**src/rtl/debounce_defs.sv**
```systemverilog
// Shared width helpers and board-level debounce constants for the button/switch debouncers.
package debounce_defs;

   // 100 MHz board clock: a 625 us tick times 16 ticks gives a ~10 ms debounce window.
   localparam int unsigned CLK_HZ             = 100_000_000;
   localparam int unsigned BOARD_PRESCALE     = 62_500;
   localparam int unsigned BOARD_STABLE_TICKS = 16;

   // Bits needed to hold the values 0..n-1, never less than one bit.
   function automatic int unsigned width_of(input int unsigned n);
      return (n <= 1) ? 1 : $clog2(n);
   endfunction

   // Bits for a counter that must reach STABLE_TICKS-1, sized as $clog2(STABLE_TICKS+1).
   function automatic int unsigned cnt_width(input int unsigned stable_ticks);
      return width_of(stable_ticks + 1);
   endfunction

endpackage

```
**src/rtl/debounce_channel.sv**
```systemverilog
// One debounced bit: synchroniser, stability counter, level register and edge strobes.
module debounce_channel
   import debounce_defs::*;
#(
   parameter int unsigned STABLE_TICKS = 16,
   parameter int unsigned SYNC_STAGES  = 2,
   parameter logic        INIT_LEVEL   = 1'b0
) (
   input  logic clk,
   input  logic rst_n,
   input  logic din,
   input  logic tick,
   output logic dout,
   output logic rise,
   output logic fall,
   output logic change_next
);

   localparam int unsigned CW = cnt_width(STABLE_TICKS);

   logic [SYNC_STAGES-1:0] sync;
   logic [CW-1:0]          cnt;
   logic                   dout_d;
   logic                   s;

   assign s = sync[SYNC_STAGES-1];

   // D input of rise|fall, so the bank can register any_change in the same cycle.
   assign change_next = dout ^ dout_d;

   // NOTE: every register here is written with <= so all stages sample pre-edge values;
   // a blocking assignment in the shift would collapse the synchroniser to a single flop.
   always_ff @(posedge clk or negedge rst_n) begin
      if (!rst_n) begin
         sync   <= {SYNC_STAGES{INIT_LEVEL}};
         cnt    <= '0;
         dout   <= INIT_LEVEL;
         dout_d <= INIT_LEVEL;
         rise   <= 1'b0;
         fall   <= 1'b0;
      end else begin
         sync   <= {sync[SYNC_STAGES-2:0], din};
         dout_d <= dout;
         rise   <= dout & ~dout_d;
         fall   <= ~dout & dout_d;

         if (s == dout) begin
            cnt <= '0;
         end else if (tick) begin
            if (cnt == CW'(STABLE_TICKS - 1)) begin
               dout <= ~dout;
               cnt  <= '0;
            end else begin
               cnt <= cnt + 1'b1;
            end
         end
      end
   end

endmodule

```
**src/rtl/debounce_bank.sv**
```systemverilog
// Bank of independent debouncers sharing one prescaler tick, with a registered any_change flag.
module debounce_bank
   import debounce_defs::*;
#(
   parameter int unsigned          CHANNELS     = 4,
   parameter int unsigned          STABLE_TICKS = 16,
   parameter int unsigned          PRESCALE     = 1000,
   parameter int unsigned          SYNC_STAGES  = 2,
   parameter logic [CHANNELS-1:0]  INIT_LEVEL   = {CHANNELS{1'b0}}
) (
   input  logic                clk,
   input  logic                rst_n,
   input  logic [CHANNELS-1:0] din,
   output logic [CHANNELS-1:0] dout,
   output logic [CHANNELS-1:0] rise,
   output logic [CHANNELS-1:0] fall,
   output logic                any_change
);

   localparam int unsigned PW = width_of(PRESCALE);

   logic [PW-1:0]       pre_cnt;
   logic                tick;
   logic [CHANNELS-1:0] change_next;

   // With PRESCALE=1 the counter sits at zero and tick is permanently high.
   assign tick = (pre_cnt == PW'(PRESCALE - 1));

   always_ff @(posedge clk or negedge rst_n) begin
      if (!rst_n) begin
         pre_cnt <= '0;
      end else if (tick) begin
         pre_cnt <= '0;
      end else begin
         pre_cnt <= pre_cnt + 1'b1;
      end
   end

   for (genvar i = 0; i < CHANNELS; i++) begin : g_ch
      debounce_channel #(
         .STABLE_TICKS (STABLE_TICKS),
         .SYNC_STAGES  (SYNC_STAGES),
         .INIT_LEVEL   (INIT_LEVEL[i])
      ) u_ch (
         .clk         (clk),
         .rst_n       (rst_n),
         .din         (din[i]),
         .tick        (tick),
         .dout        (dout[i]),
         .rise        (rise[i]),
         .fall        (fall[i]),
         .change_next (change_next[i])
      );
   end

   always_ff @(posedge clk or negedge rst_n) begin
      if (!rst_n) begin
         any_change <= 1'b0;
      end else begin
         any_change <= |change_next;
      end
   end

endmodule

```
**config.mk**
```make
export PLATFORM = sky130hd
export DESIGN_NAME = debounce_bank
export DESIGN_NICKNAME = d
export VERILOG_FILES = /design/src/rtl/debounce_defs.sv /design/src/rtl/debounce_channel.sv /design/src/rtl/debounce_bank.sv
export SDC_FILE = /design/constraint.sdc
export NUM_CORES = 1
export LEC_CHECK = 0
export BUFFER_PORTS_ARGS = -buffer_cell sky130_fd_sc_hd__buf_2
export CORE_MARGIN = 5
export CORE_UTILIZATION = 30
export CTS_BUF_LIST = sky130_fd_sc_hd__clkbuf_8
export DETAILED_ROUTE_END_ITERATION = 8
export GPL_ROUTABILITY_DRIVEN = 0
export PLACE_DENSITY = 0.46
export SYNTH_ARGS = -nofsm -noshare
export SYNTH_HDL_FRONTEND = slang
export SYNTH_SLANG_ARGS = --single-unit
```
**constraint.sdc**
```tcl
create_clock -name clk -period 1.58 [get_ports clk]
set_clock_uncertainty 0.1 [all_clocks]
set_input_delay 0.474 -clock clk [delete_from_list [all_inputs] [get_ports clk]]
set_output_delay 0.474 -clock clk [all_outputs]
set_load 0.02 [all_outputs]
```
==> results of run 1 <==
kinds of logic (layout without fill, tap and decap cells):
| group | count (synthesis) | after routing |
|---|---|---|
| AND/OR/NAND/NOR | 70 | 71 |
| flip-flops | 55 | 55 |
| multiplexers | 4 | 4 |
| AO/OA/AOI/OAI | 33 | 33 |
| XOR/XNOR | 16 | 16 |
| adder cells (fa/ha/maj) | 13 | 13 |
| buffers and inverters | 28 | 77 |
placed cells by master (no fill, tap or decap), types with 4 or more instances in the layout:
cell type,n
clkbuf_8,5
buf_4,37
nand3_1,5
xnor2_1,6
ha_1,13
nand2_1,21
buf_2,18
nor2_1,12
inv_1,10
o21ai_1,4
xor2_1,10
a21oi_1,5
nand4_1,5
and3_1,4
a21oi_2,5
o21ai_0,4
dfrtp_2,4
dfrtp_1,51
worst max-delay path: cells and delay by family, from the launching register on:
family,cells,cell delay [ns]
flops,1,0.39
simple gates,2,0.53
buf+inv,2,0.32
compound gates,2,0.25
state kept, by name (all words and copies together), names as in the netlist:
register,count
g_ch.u_ch.rise,4
g_ch.u_ch.fall,4
g_ch.u_ch.dout,4
g_ch.u_ch.sync,8
pre_cnt,10
any_change,1
g_ch.u_ch.dout_d,4
g_ch.u_ch.cnt,20
cell type report:
cell class                      count  area share
Clock buffer                        5      0.0222
Tap cell                          105      0.0424
Inverter                           10      0.0121
Multi-Input combinational cell    137       0.331
Sequential cell                    55       0.446
Clock inverter                      3     0.00727
Timing Repair Buffer               59       0.139
path summary, 6_finish.rpt:
path,from,endpoint,cells after the start
worst max-delay path,pre_cnt[4],g_ch[0].u_ch.cnt[3],6
worst max register to register,pre_cnt[4],g_ch[0].u_ch.cnt[3],6
min in group clk,din[0],g_ch[0].u_ch.sync[0],1
worst min register to register,g_ch[0].u_ch.sync[0],g_ch[0].u_ch.sync[1],0
max in group asynchronous,rst_n,g_ch[2].u_ch.dout,2
worst min-delay path,rst_n,g_ch[0].u_ch.dout,2
what timing repair did:
action                                  4_1_cts  5_1_grt
gates cloned                                  1        0
gates resized for setup                      11       15
pin swaps                                     4        5
setup buffers                                 4        8
endpoints found under the setup margin       25       34
per-layer routing:
layer | up-vias | wire length [um] | global-route usage | share of wire
met5 | - | 0 | 0 | 0
met4 | 0 | 91 | 0.0460 | 0.019
met3 | 8 | 189 | 0.0234 | 0.040
met2 | 25 | 2090 | 0.150 | 0.44
met1 | 812 | 2400 | 0.131 | 0.50
li1 | 841 | - | - | -
through the flow:
stage / cell area [um^2] / total power (uW) / instances / hold WS (ns)
floorplan: 2530 / 1460 / 219 / 0.0784
global placement: 2840 / 1510 / 353 / 0.234
detailed placement: 2840 / 1510 / 353 / 0.235
CTS: 3000 / 2350 / 366 / 0.0385
global route: 3100 / 2410 / 374 / 0.0435
finish: 3100 / 2310 / 374 / 0.0340
power by group:
group / total [uW] / internal (uW) / switching (uW) / leakage, uW
registers: 1420 / 1420 / 7.07 / 0.000729
clock network: 823 / 319 / 504 / 0.0000485
logic: 58.4 / 18.1 / 40.3 / 0.000700
total: 2310 / 1750 / 551 / 0.00148
==> out/results.ini, run 1 <==
[outcome]
outcome=complete, but fails checks
violations=setup timing

[cts]
clkTransAtPathRegs_ns=0.11
clockRootBuffer=clkbuf_8
clock_sinks=55
cts_tree=yes
htreeDepth=2
numCtsBuffers=5
cts.hold.buffers_added=0
clk_latency_ns=0.32
cts_max_path_buffers=2

[floorplan]
rows=33
ios=19
fp.dieW_um=101
coreArea_mm2=0.00818
die-area_mm2=0.0103
die_h_um=101
start_util=0.307

[layout]
area.sequential_mm2=0.00138
area_delta_synth_final_pct=23.5
diodes=0
fin_nets=287
drive_above_1_share=0.349
multi_input_area_mm2=0.00103
final_core_util=0.379
fillers=824

[logic_synthesis]
netlist_top_cells_area=dfrtp_1, ha_1, buf_4
synth_seq_cells=55
synth_top_family_by_area=simple AND/OR/NAND/NOR gates
syn_inst=219
synth_cell_types=39
yosys.area.top_type=dfrtp_1
ys.flop_type=dfrtp_1
synthSimpleGateAreaFrac=0.153
synth_mux_area_frac=0.0180
syn_nets=238
synth_warnings=0
synth.most_common_cell=dfrtp_1
yosysSeqAreaShare=0.549
synth_edf_count=0
netlist_area_mm2=0.00251
synth.avg_cell_area_um2=11.5
synthXorXnorAreaFrac=0.0559
synth_adder_area_share=0.0648
async_flop_share=1.00
synth-compound-area-share=0.0883
netlist.area_leader.share=0.549
netlist_top_cells_count=dfrtp_1, nand2_1, nor2_1, buf_4, ha_1

[grt]
grt_pass1_wl_um=7850
grt_pass1_vias=1652
grt_max_degree=56
antenna_found_initial=0
grtUsageTotal=0.0979
grt_overflow=0

[route]
drt-vias-per-instance=4.51
wl_per_cell_um=12.8
ant_nets=0
drt_iter0_drc=40
wl_um=4770
vias=1686
firstDrtPassIters=4
drcViolationCount=0

[worst_setup_path]
slowest_delay_ns=0.39
critical_path.max_fanout=6
setup.worst_path.end_class=flop
r2r_slack_ns=-0.1
path_cells=nor4bb_1, buf_4, and3_4, buf_12, a31oi_1, a31o_1
worstSetupPathType=reg2reg
start_kind=flop
cp.arrival_ns=1.80
worst_ep_required_time_ns=1.70
slowest_stage=dfrtp_1

[placed_design]
preCtsSetupSlack_ns=-0.151
port_buffers=18
dpl.hpwl_um=3150

[sta]
final.setup.worst_slack_ns=-0.0979
fmax_mhz=596
tightest_slew_ns=0.393
setup_violations=14
tns_ns=-0.615
hold_viol=0
report.final.slew_viol_count=0
slew-limit-headroom=0.736
fin_crit_sh=1.06
period_minus_slack_ns=1.68
rsz0062_at_grt=true

[job]
maxCapViolations=0

[pwr]
leakagePower_uw=0.00148
peakVddDrop_uv=306
power_density_mw_per_mm2=744

[worst_hold_path]
hold_class=in2async

(Power assumes the default switching activity.)
==> inputs of run 2 (changes only) <==
- ABC_AREA: unset -> 1
==> run 2 against run 1 <==
  * The run now ends clean
  * Die area up 6.1%
  * Sequential share of layout area up 1.8 points
  * Highest routed layer unchanged
  * Global-route usage fell by 0.22 points
  * Routed wire length grew 1.3%
  * Register-to-register slack improved by 0.23 ns
  * Fmax grew 9.7%
  * Largest power group unchanged
  * Critical path depth fell by 5
  * Combinational power decreased by 4.6%
  * Sequential power barely moved
  * Cell count is 14% higher
==> out/results.ini, run 2 <==
[outcome]
outcome=finished clean

[placed_design]
dpl_cell_area_mm2=0.00285  ; +0.26%
dpl.hpwl_um=3320  ; +5.4%
port_buffers=18  ; unchanged

[route]
vias=1882  ; +12%
wl_um=4830  ; +1.3%
wl_per_cell_um=11.3  ; -11%
drt_iter0_drc=73  ; +83%
drt-vias-per-instance=4.40  ; -2.5%
drcViolationCount=0  ; unchanged
ant_nets=0  ; unchanged
firstDrtPassIters=4  ; unchanged

[sta]
report.final.slew_viol_count=0  ; unchanged
setup_violations=0  ; -14
rsz0062_at_grt=true
fmax_mhz=654  ; +9.7%
slew-limit-headroom=0.525  ; -0.211
period_minus_slack_ns=1.53  ; -0.149 ns
hold_viol=0  ; unchanged
tightest_slew_ns=0.710  ; +0.317 ns
fin_crit_sh=0.968  ; -0.0942

[worst_hold_path]
hold_class=in2async

[worst_setup_path]
worst_ep_required_time_ns=1.01  ; -0.69 ns
cpLargestDelayFamily=flip-flops
setup.worst_path.end_class=primary output
start_kind=flop
worstSetupPathType=reg2out
slowest_delay_ns=0.47  ; +0.08 ns
slowest_stage=dfrtp_2
path_cells=buf_2
critPathBufInv=1  ; -1
cp.arrival_ns=0.96  ; -0.84 ns
critical_path.max_fanout=6  ; unchanged

[logic_synthesis]
syn_nets=321  ; +35%
async_flop_share=1.00  ; unchanged
ys.flop_type=dfrtp_1
netlist.area_leader.share=0.514  ; -0.0351
synth_cell_types=22  ; -44%
netlist_top_cells_count=nand2_1, dfrtp_1, inv_1, nand3_1, nor2_1
synth_seq_cells=55  ; unchanged
synth.avg_cell_area_um2=8.87  ; -23%
yosys.area.top_type=dfrtp_1
synth.most_common_cell=nand2_1
netlist_area_mm2=0.00268  ; +6.8%
synth_edf_count=0  ; unchanged
synth_warnings=0  ; unchanged
netlist_top_cells_area=dfrtp_1, nand2_1, nand3_1
syn_inst=302  ; +38%
yosysSeqAreaShare=0.514  ; -0.0351

[floorplan]
fp.dieW_um=105  ; +3.0%
rows=34  ; +3.0%
start_util=0.307  ; +0.000461
ios=19  ; unchanged
die_h_um=105  ; +3.0%
coreArea_mm2=0.00872  ; +6.7%
die-area_mm2=0.0109  ; +6.1%

[layout]
largestRegisters=g_ch.u_ch.cnt (20), pre_cnt (10), g_ch.u_ch.sync (8)
fillers=872  ; +5.8%
drive_above_1_share=0.156  ; -0.193
largest_register_ff_count=20  ; unchanged
final_common_cell=nand2_1
area_delta_synth_final_pct=11.1
final_cell_mix=nand2_1, dfrtp_1, inv_1
post-route-cell-area_mm2=0.00298  ; -3.9%
diodes=0  ; unchanged
top_register=g_ch.u_ch.cnt
fin_nets=338  ; +18%

[grt]
grt_max_degree=56  ; unchanged
antenna_found_initial=0  ; unchanged
grt_overflow=0  ; unchanged
grtUsageTotal=0.0958  ; -0.00215
grt_pass1_wl_um=8630  ; +10%
grt_pass1_vias=1815  ; +9.9%

[cts]
clockRootBuffer=clkbuf_8
htreeDepth=2  ; unchanged
post_cts_buffers=0  ; -4
clkTransAtPathRegs_ns=0.10  ; about the same
cts_tree=yes
numCtsBuffers=5  ; unchanged
cts_max_path_buffers=2  ; unchanged
clock_sinks=55  ; unchanged
clk_latency_ns=0.31  ; about the same

[job]
maxCapViolations=0  ; unchanged

[pwr]
report.power.total_uw=2260  ; -1.8%
power_density_mw_per_mm2=760  ; +2.2%
peakVddDrop_uv=367  ; +20%
leakagePower_uw=0.00167  ; +13%

## run 2: per-layer routing
metal / global-route usage / part of all wire / wire length (um) / vias up
li1: - / - / - / 971
met1: 0.130 / 0.49 / 2360 / 872
met2: 0.149 / 0.46 / 2200 / 34
met3: 0.0230 / 0.038 / 184 / 5
met4: 0.0333 / 0.017 / 81 / 0
met5: 0 / 0 / 0 / -
## run 2: worst paths after layout
path	startpoint	to	slack, ns	depth (start not counted)
min	rst_n	pre_cnt[2]	0.04	2
min in group clk	din[2]	g_ch[2].u_ch.sync[0]	0.16	1
max reg2reg	pre_cnt[1]	g_ch[2].u_ch.cnt[3]	0.13	8
max	g_ch[3].u_ch.dout	dout[3]	0.05	1
min reg2reg	g_ch[1].u_ch.sync[0]	g_ch[1].u_ch.sync[1]	0.26	0
max in group asynchronous	rst_n	g_ch[0].u_ch.dout	1.06	2
## run 2: through the flow
step | setup slack (ns) | cells | hold WS, ns | utilization | setup TNS, ns
6_report | 0.0509 | 428 | 0.0425 | 0.341 | 0
3_5_place_dp | 0.0160 | 420 | 0.236 | 0.326 | 0
2_1_floorplan | 0.164 | 302 | 0.0784 | - | 0
3_3_place_gp | 0.0554 | 420 | 0.232 | 0.326 | 0
4_1_cts | 0.0238 | 428 | 0.0550 | 0.337 | 0
5_1_grt | -0.0130 | 428 | 0.0680 | 0.341 | -0.0130
## run 2: cells by family after synthesis
group | Yosys count | synth area share
AND/OR/NAND/NOR | 156 | 0.267
buffers and inverters | 58 | 0.107
flip-flops | 55 | 0.514
adder cells (fa/ha/maj) | 13 | 0.0607
AO/OA/AOI/OAI | 11 | 0.0229
XOR/XNOR | 9 | 0.0294
## run 2: timing repair
| action | 4_1_cts | 5_1_grt |
|---|---|---|
| setup endpoints to repair | 6 | 21 |
| endpoints found under the hold margin | 0 | 0 |
| cloned | 0 | 0 |
| hold buffers | 0 | 0 |
| resized for setup | 3 | 8 |
## run 2: cell type report
type | count | area [um^2] | share of cell area
Clock buffer | 5 | 68.8 | 0.0231
Clock inverter | 3 | 20.0 | 0.00673
Inverter | 43 | 164 | 0.0551
Multi-Input combinational cell | 189 | 1050 | 0.354
Sequential cell | 55 | 1380 | 0.464
Tap cell | 108 | 135 | 0.0454
Timing Repair Buffer | 25 | 155 | 0.0521
## run 2: report_power, final
| group | internal, uW | leakage [uW] | switching (uW) |
|---|---|---|---|
| combinational | 13.0 | 0.000898 | 42.7 |
| sequential | 1420 | 0.000731 | 6.25 |
| clock | 310 | 0.0000402 | 475 |
| total | 1740 | 0.00167 | 524 |
## run 2: worst reg2reg max path: stages, from the launching register on
cell and delay, ns:
dfrtp_1 0.43, ha_4 0.17, nand2_4 0.09, nor2_4 0.15
nand3_4 0.10, buf_4 0.16, nor2_2 0.09, nand2_1 0.06
nand2_1 0.06
